File: src/rtl/my_pipelined_decoder_pkg.sv
// decoder_pkg: shared mode constants and handshake state encoding for the decoder stage
package decoder_pkg;
    localparam logic DEC_ONEHOT = 1'b0;
    localparam logic DEC_THERMO = 1'b1;
    typedef enum logic [1:0] {
        ST_EMPTY = 2'd0,
        ST_ONE   = 2'd1,
        ST_TWO   = 2'd2
    } state_t;
endpackage

File: src/rtl/my_decode_word.sv
// my_decode_word: combinational one-hot / thermometer decode with enable gate and optional zeroed bit 0
module my_decode_word
    import decoder_pkg::*;
#(
    parameter int SEL_W     = 5,
    parameter int MASK_ZERO = 1
) (
    input  logic [SEL_W-1:0]      sel,
    input  logic                  enable,
    input  logic                  mode,
    output logic [2**SEL_W-1:0]   bits
);
    localparam int OUT_W = 2**SEL_W;
    logic [OUT_W-1:0] onehot;
    logic [OUT_W-1:0] thermo;
    logic [OUT_W-1:0] word;
    always_comb begin
        onehot = OUT_W'(1) << sel;
        thermo = (onehot << 1) - OUT_W'(1);
        word   = enable ? ((mode == DEC_THERMO) ? thermo : onehot) : '0;
        bits   = (MASK_ZERO != 0) ? (word & ~OUT_W'(1)) : word;
    end
endmodule

File: src/rtl/my_pipelined_decoder.sv
// my_pipelined_decoder: registered decoder stage with two-entry skid buffer, valid/ready handshake and flush
module my_pipelined_decoder
    import decoder_pkg::*;
#(
    parameter int SEL_W     = 5,
    parameter int MASK_ZERO = 1
) (
    input  logic                clock,
    input  logic                reset_n,
    input  logic                in_valid,
    output logic                in_ready,
    input  logic [SEL_W-1:0]    in_sel,
    input  logic                in_enable,
    input  logic                in_mode,
    input  logic                flush,
    output logic                out_valid,
    input  logic                out_ready,
    output logic [2**SEL_W-1:0] out_bits,
    output logic [SEL_W-1:0]    out_sel
);
    localparam int OUT_W = 2**SEL_W;
    state_t           state_q, state_d;
    logic [OUT_W-1:0] or_bits_q, or_bits_d, sk_bits_q, sk_bits_d, dec_bits;
    logic [SEL_W-1:0] or_sel_q, or_sel_d, sk_sel_q, sk_sel_d;
    logic             in_ready_q, in_ready_d;
    logic             in_xfer, out_xfer;
    my_decode_word #(.SEL_W(SEL_W), .MASK_ZERO(MASK_ZERO)) u_dec (
        .sel    (in_sel),
        .enable (in_enable),
        .mode   (in_mode),
        .bits   (dec_bits)
    );
    assign in_ready  = in_ready_q;
    assign out_valid = state_q != ST_EMPTY;
    assign out_bits  = or_bits_q;
    assign out_sel   = or_sel_q;
    assign in_xfer   = in_valid && in_ready_q;
    assign out_xfer  = out_valid && out_ready;
    always_comb begin
        state_d   = state_q;
        or_bits_d = or_bits_q;
        or_sel_d  = or_sel_q;
        sk_bits_d = sk_bits_q;
        sk_sel_d  = sk_sel_q;
        if (flush) begin
            state_d = ST_EMPTY;
        end else begin
            case (state_q)
                ST_EMPTY: if (in_xfer) begin
                    state_d   = ST_ONE;
                    or_bits_d = dec_bits;
                    or_sel_d  = in_sel;
                end
                ST_ONE: if (in_xfer && out_xfer) begin
                    or_bits_d = dec_bits;
                    or_sel_d  = in_sel;
                end else if (in_xfer) begin
                    state_d   = ST_TWO;
                    sk_bits_d = dec_bits;
                    sk_sel_d  = in_sel;
                end else if (out_xfer) begin
                    state_d = ST_EMPTY;
                end
                ST_TWO: if (out_xfer) begin
                    state_d   = ST_ONE;
                    or_bits_d = sk_bits_q;
                    or_sel_d  = sk_sel_q;
                end
                default: state_d = ST_EMPTY;
            endcase
        end
        in_ready_d = state_d != ST_TWO;
    end
    always_ff @(posedge clock or negedge reset_n) begin
        if (!reset_n) begin
            state_q    <= ST_EMPTY;
            or_bits_q  <= '0;
            or_sel_q   <= '0;
            sk_bits_q  <= '0;
            sk_sel_q   <= '0;
            in_ready_q <= 1'b1;
        end else begin
            state_q    <= state_d;
            or_bits_q  <= or_bits_d;
            or_sel_q   <= or_sel_d;
            sk_bits_q  <= sk_bits_d;
            sk_sel_q   <= sk_sel_d;
            in_ready_q <= in_ready_d;
        end
    end
endmodule

File: config.mk
export PLATFORM = sky130hd
export DESIGN_NAME = my_pipelined_decoder
export DESIGN_NICKNAME = d
export VERILOG_FILES = /design/src/rtl/my_pipelined_decoder_pkg.sv /design/src/rtl/my_decode_word.sv /design/src/rtl/my_pipelined_decoder.sv
export SDC_FILE = /design/constraint.sdc
export NUM_CORES = 1
export LEC_CHECK = 0
export BUFFER_PORTS_ARGS = -buffer_cell sky130_fd_sc_hd__buf_2
export CORE_MARGIN = 2
export CORE_UTILIZATION = 55
export DETAILED_ROUTE_END_ITERATION = 8
export PLACE_DENSITY = 0.81
export REMOVE_ABC_BUFFERS = 1
export SLEW_MARGIN = 25
export SYNTH_ARGS = -nofsm -noshare
export SYNTH_HDL_FRONTEND = slang
export SYNTH_SLANG_ARGS = --single-unit
File: constraint.sdc
create_clock -name clock -period 2.2 [get_ports clock]
set_clock_uncertainty 0.05 [all_clocks]
set_input_delay 0.11 -clock clock [delete_from_list [all_inputs] [get_ports clock]]
set_output_delay 0.11 -clock clock [all_outputs]
set_load 0.03 [all_outputs]
# == Yosys cells after proc, flatten, opt, wreduce, memory -nomap -nowiden ==
# Index checks and enable logic that the tools add are counted.
# word_totals
ff_bits,76
input_bits,12
word_cells,41
output_inout_bits,39
# classes
add_sub_neg,1
n_bitwise,2
n_mux,17
n_shift,1
reduce_logical,8
n_eq_ne,6
# op_table
cell,n
2-to-1 mux 32 bit,5
case mux 32 bit (3 select lines),1
<< shifter 1 x 5 -> 32 bit (first input constant),1
subtractor 32 x 1 -> 32 bit (second input constant),1
2-to-1 mux 5 bit,3
case mux 5 bit (3 select lines),1
2-to-1 mux 2 bit,6
!= test 2 bit (second input constant),4
case mux 2 bit (3 select lines),1
AND reduction 5 bit,1
AND reduction 4 bit,1
logical AND 1 bit,3
nonzero test 3 bit,1
== test 2 x 1 -> 1 bit (second input constant),1
== test 2 bit (second input constant),1
logical NOT 2 bit,1
NOT 1 bit,2
nonzero test 2 bit,1

# == Longest topological paths before layout ==
# depth
depth_word,8
depth_mapped,10
mapped_depth_nobuf,8

# == Modules after synthesis ==
# A second synthesis with hierarchy kept.
# unflattened
hier_cells,472
hier_area_um2,4262.8
# by_module_without_submodules
module,n_inst,area_per_inst_um2,cells_per_inst,seq_area_each_um2
my_pipelined_decoder,1,3278.1,296,1928.1
my_decode_word,1,984.7,176,0.0

# == Worst setup path before layout ==
# No wires, ideal clock.
# synth_path
path_type,in2reg
from,input in_sel[1]
to,"register or_bits_q[13], in the netlist out_bits[13]"
required_time_ns,2.062
arrival_time_ns,1.939
stages,10
path_buffers,2
setup_time_ns,0.088
setup_slack_ns,0.123
path_cell_list,buf_4 -> nor3_4 -> nand3_1 -> ha_1 -> buf_2 -> nor3b_1 -> o21ai_0 -> o22ai_1 -> nand2_1 -> o211ai_1
# synth_between
elab_chain_cells,6
elab_cells_between_ends,7
cone_classes,add/sub (1); shift (1); mux (5)
# synth_lines
item,line_no,source
"start, declared",my_pipelined_decoder.sv:12,"input logic [SEL_W-1:0] in_sel,"
<< shifter 1 x 5 -> 32 bit (*),my_decode_word.sv:18,onehot = OUT_W'(1) << sel;
subtractor 32 x 1 -> 32 bit,my_decode_word.sv:19,thermo = (onehot << 1) - OUT_W'(1);
2-to-1 mux 32 bit (*) (2 in a row),my_decode_word.sv:20,word = enable ? ((mode == DEC_THERMO) ? thermo : onehot) : '0;
"2-to-1 mux 32 bit, on equally long branches","my_pipelined_decoder.sv:54, my_pipelined_decoder.sv:49",
case mux 32 bit (3 select lines) (*),my_pipelined_decoder.sv:48,case (state_q)
"end signal, assigned",my_pipelined_decoder.sv:84,or_bits_q <= or_bits_d;
"end, declared",my_pipelined_decoder.sv:23,"logic [OUT_W-1:0] or_bits_q, or_bits_d, sk_bits_q, sk_bits_d, dec_bits;"
# Mark *: on every way between the ends. The rest lies on a longest branch, timed or not. The select of a mux whose other input is x is not followed.
# A chain may end at the register's enable or synchronous reset.

# == Worst setup path in the final report ==
# layout_path
from,register state_q[1]
to,"register or_bits_q[26], in the netlist out_bits[26]"
# layout_between
elab_chain_cells,5
elab_cells_between_ends,12
cone_classes,eq/ne (5); mux (1); reduce/logical (6)
# layout_lines
item,line_no,source
"start, declared",my_pipelined_decoder.sv:22,"state_t state_q, state_d;"
"start signal, assigned",my_pipelined_decoder.sv:83,state_q <= state_d;
nonzero test 2 bit,my_pipelined_decoder.sv:34,assign out_valid = state_q != ST_EMPTY;
logical AND 1 bit,my_pipelined_decoder.sv:38,assign out_xfer = out_valid && out_ready;
logical AND 1 bit,my_pipelined_decoder.sv:54,ST_ONE: if (in_xfer && out_xfer) begin
!= test 2 bit (no line),-,
AND reduction 5 bit (no line),-,
# Several ways; a longest one is shown, not always the timed one.

==> flow_metrics.env <==
export IMPL_status="finished, final reports clean"
export IMPL_crit_cells=4
export IMPL_cp_top_family="compound AO/OA/AOI/OAI gates"
export IMPL_crit_path_cell_trace="and3b_1 > nand2_1 > a21o_1 > o21ai_0"
export IMPL_cp_slowest_cell="a21o_1"
export IMPL_yosys_register_bits=75
export IMPL_grt_pass1_vias=3494
export IMPL_die_x_um=89.7
export IMPL_reg2reg_slack_ns=0.15
export IMPL_core_area_mm2=0.00718
export IMPL_worst_r2r_path_depth=4
export IMPL_p_leak_nw=2.02
export IMPL_cp_slowest_stage_delay_ns=0.79
export IMPL_critical_path_required_ns=2.33
export IMPL_yosysMostFrequentCell="nand2_1"
export IMPL_reg2reg_from="state_q[1]"
export IMPL_num_vias=3665
export IMPL_std_cell_rows=31
export IMPL_ys_warn_count=0
export IMPL_drt_iter0_drc=314
export IMPL_routed_wirelength_mm=10.1
export IMPL_worstSetupStartpointType="register"
export IMPL_cts_buffers=9
export IMPL_cts_root_buffer_cell="clkbuf_8"
export IMPL_syn_avg_cell_area_um2=8.62
export IMPL_max_cap_viol_count=0
export IMPL_synth_area_leaders="dfrtp_1, nand2_1, o21ai_0"
export IMPL_dp_cells=593
export IMPL_cp_max_fo=28
export IMPL_worstSkewPairLatency_ns=0.34
export IMPL_endpoint_kind="register"
export IMPL_netlist_top_cell_by_area="dfrtp_1"
export IMPL_dp_hpwl_mm=6.82
export IMPL_start_util_pct=56.3
export IMPL_path_class="reg -> reg"
export IMPL_worst_hold_slack_ns=0.174
export IMPL_finalHoldViolCount=0
export IMPL_nets=521
export IMPL_synth_edf_count=0
export IMPL_slew_violations=0
export IMPL_hold_depth=3
export IMPL_gr_usage_all_layers_pct=25.7
export IMPL_min_from="in_enable"
export IMPL_fin_cells=612
export IMPL_power_per_cell_area_mw_per_mm2=775
export IMPL_cts_clk_slew_worst_paths_ns=0.08
export IMPL_synth_top_area_share_pct=45.8
export IMPL_post_cts_buffers=0
export IMPL_setup_viol=0
export IMPL_synth_distinct_cells=56
export IMPL_tns_ns=0
export IMPL_wl_per_cell_um=16.5
export IMPL_ir_drop_v=0.000540
export IMPL_routed_via_density=5.99
export IMPL_drc=0
export IMPL_synthArstFlopShare_pct=100
export IMPL_hold_path_class="in -> reg"
export IMPL_r2r_end="out_bits[26]"
export IMPL_grt_setup_unrepaired="false"
export IMPL_fillCellCount=596
export IMPL_die_y_um=89.7
export IMPL_firstDrtPassIters=5
export IMPL_period_share_pct=93.0
export IMPL_crit_buf_inv=0
export IMPL_die_area_mm2=0.00805
export IMPL_drive_above_1_share_pct=21.1
export IMPL_antennaDiodeCount=0
export IMPL_synthFlopType="dfrtp_1"
export IMPL_h_tree_depth=3
export IMPL_io_buffers=49
export IMPL_overflow=0
export IMPL_seq_area_frac_synth_pct=46.5
export IMPL_holdPathEnd="sk_bits_q[10]"
export IMPL_antenna_found_initial=0
export IMPL_cts_tree="built"
export IMPL_io_pins=51
export IMPL_crit_arrival_ns=2.17
export IMPL_grt_start_max_net_pins=50
export IMPL_cts_path_max_buffers=2
export IMPL_cts_sinks=75
export IMPL_antenna_left=0
export IMPL_min_period_ns=2.05
export IMPL_netlist_instances=469
export IMPL_slew_headroom_pct=34.6
export IMPL_syn_to_final_growth_pct=14.2
export IMPL_syn_area_mm2=0.00404
export IMPL_grt_pass1_wl_mm=16.9
export IMPL_gp_congestion=0.912
export IMPL_synthTopCellsByCount="nand2_1, dfrtp_1, o21ai_0"
export IMPL_fmax_mhz=489
export IMPL_worst_slew_pin_slew_ns=0.982
-- where the power goes --
part	total, mW	leakage [nW]	internal, mW	switching [mW]
Sequential	1.69	0.970	1.58	0.107
Combinational	0.848	0.951	0.278	0.570
Clock	1.04	0.103	0.551	0.492
-- layer usage --
layer,vias up,track usage [%],wire length [um]
li1,1714,-,-
met1,1804,34.0,4550
met2,131,42.0,4970
met3,16,4.95,452
met4,0,10.0,159
met5,-,0,0
-- placed cells by master (no fill, tap or decap), types with 6 or more instances in the layout --
cell type,count
nand2_1,98
nor2_1,32
o211ai_1,21
a31oi_1,9
dfrtp_1,74
o22ai_1,6
a21oi_1,24
buf_2,49
o221ai_1,7
o21ai_0,44
buf_4,18
o21a_1,7
clkbuf_8,10
nand3_1,20
-- logic make-up (layout without fill, tap and decap cells) --
logic type,after synthesis,in the layout,synth area share [%]
other,1,1,0.0928
AND/OR/NAND/NOR,191,191,21.8
flip-flops,75,75,46.5
XOR/XNOR,2,2,0.434
multiplexers,6,6,1.64
buffers and inverters,50,94,6.01
adder cells (fa/ha/maj),1,1,0.310
AO/OA/AOI/OAI,143,143,23.3
-- worst min-delay path, stage by stage --
cell and delay, ns:
buf_2 0.23, nand2_1 0.10, o21ai_0 0.07
-- layout make-up --
| type | count | area (um^2) | share of cell area [%] |
|---|---|---|---|
| Tap cell | 99 | 124 | 2.68 |
| Clock buffer | 11 | 141 | 3.06 |
| Clock inverter | 5 | 53.8 | 1.17 |
| Timing Repair Buffer | 73 | 470 | 10.2 |
| Sequential cell | 75 | 1880 | 40.7 |
| Multi-Input combinational cell | 344 | 1930 | 41.8 |
| Inverter | 5 | 18.8 | 0.407 |
-- worst max path at each step --
stage              endpoint       start  slack (ns)
6_report       out_bits[26]  state_q[1]        0.15
5_1_grt        out_bits[23]  state_q[1]       0.009
4_1_cts        out_bits[23]  state_q[1]        0.18
3_5_place_dp    out_bits[7]   in_sel[1]        0.16
3_3_place_gp    out_bits[7]   in_sel[1]        0.20
2_1_floorplan  out_bits[17]  state_q[0]       -1.63
-- per-stage QoR --
| stage | worst slack (ns) | cell area [um^2] | util, % | power, mW |
|---|---|---|---|---|
| 2_1_floorplan | -1.63 | 3820 | - | 2.22 |
| 3_3_place_gp | 0.204 | 4390 | 61.2 | 2.52 |
| 3_5_place_dp | 0.156 | 4390 | 61.2 | 2.55 |
| 4_1_cts | 0.182 | 4620 | 64.3 | 3.60 |
| 5_1_grt | 0.00897 | 4620 | 64.3 | 3.75 |
| 6_report | 0.155 | 4620 | 64.3 | 3.58 |
-- state kept, by name, summed over array words and instances, names as in the netlist --
signal / cells
in_ready: 1
sk_bits_q: 31
out_sel: 5
state_q: 2
out_bits: 31
sk_sel_q: 5
-- what timing repair did --
item,in CTS,in global routing
hold endpoints to repair,23,0
hold buffers,3,0
resized for setup,0,0
Power figures use the tool's default switching activity.
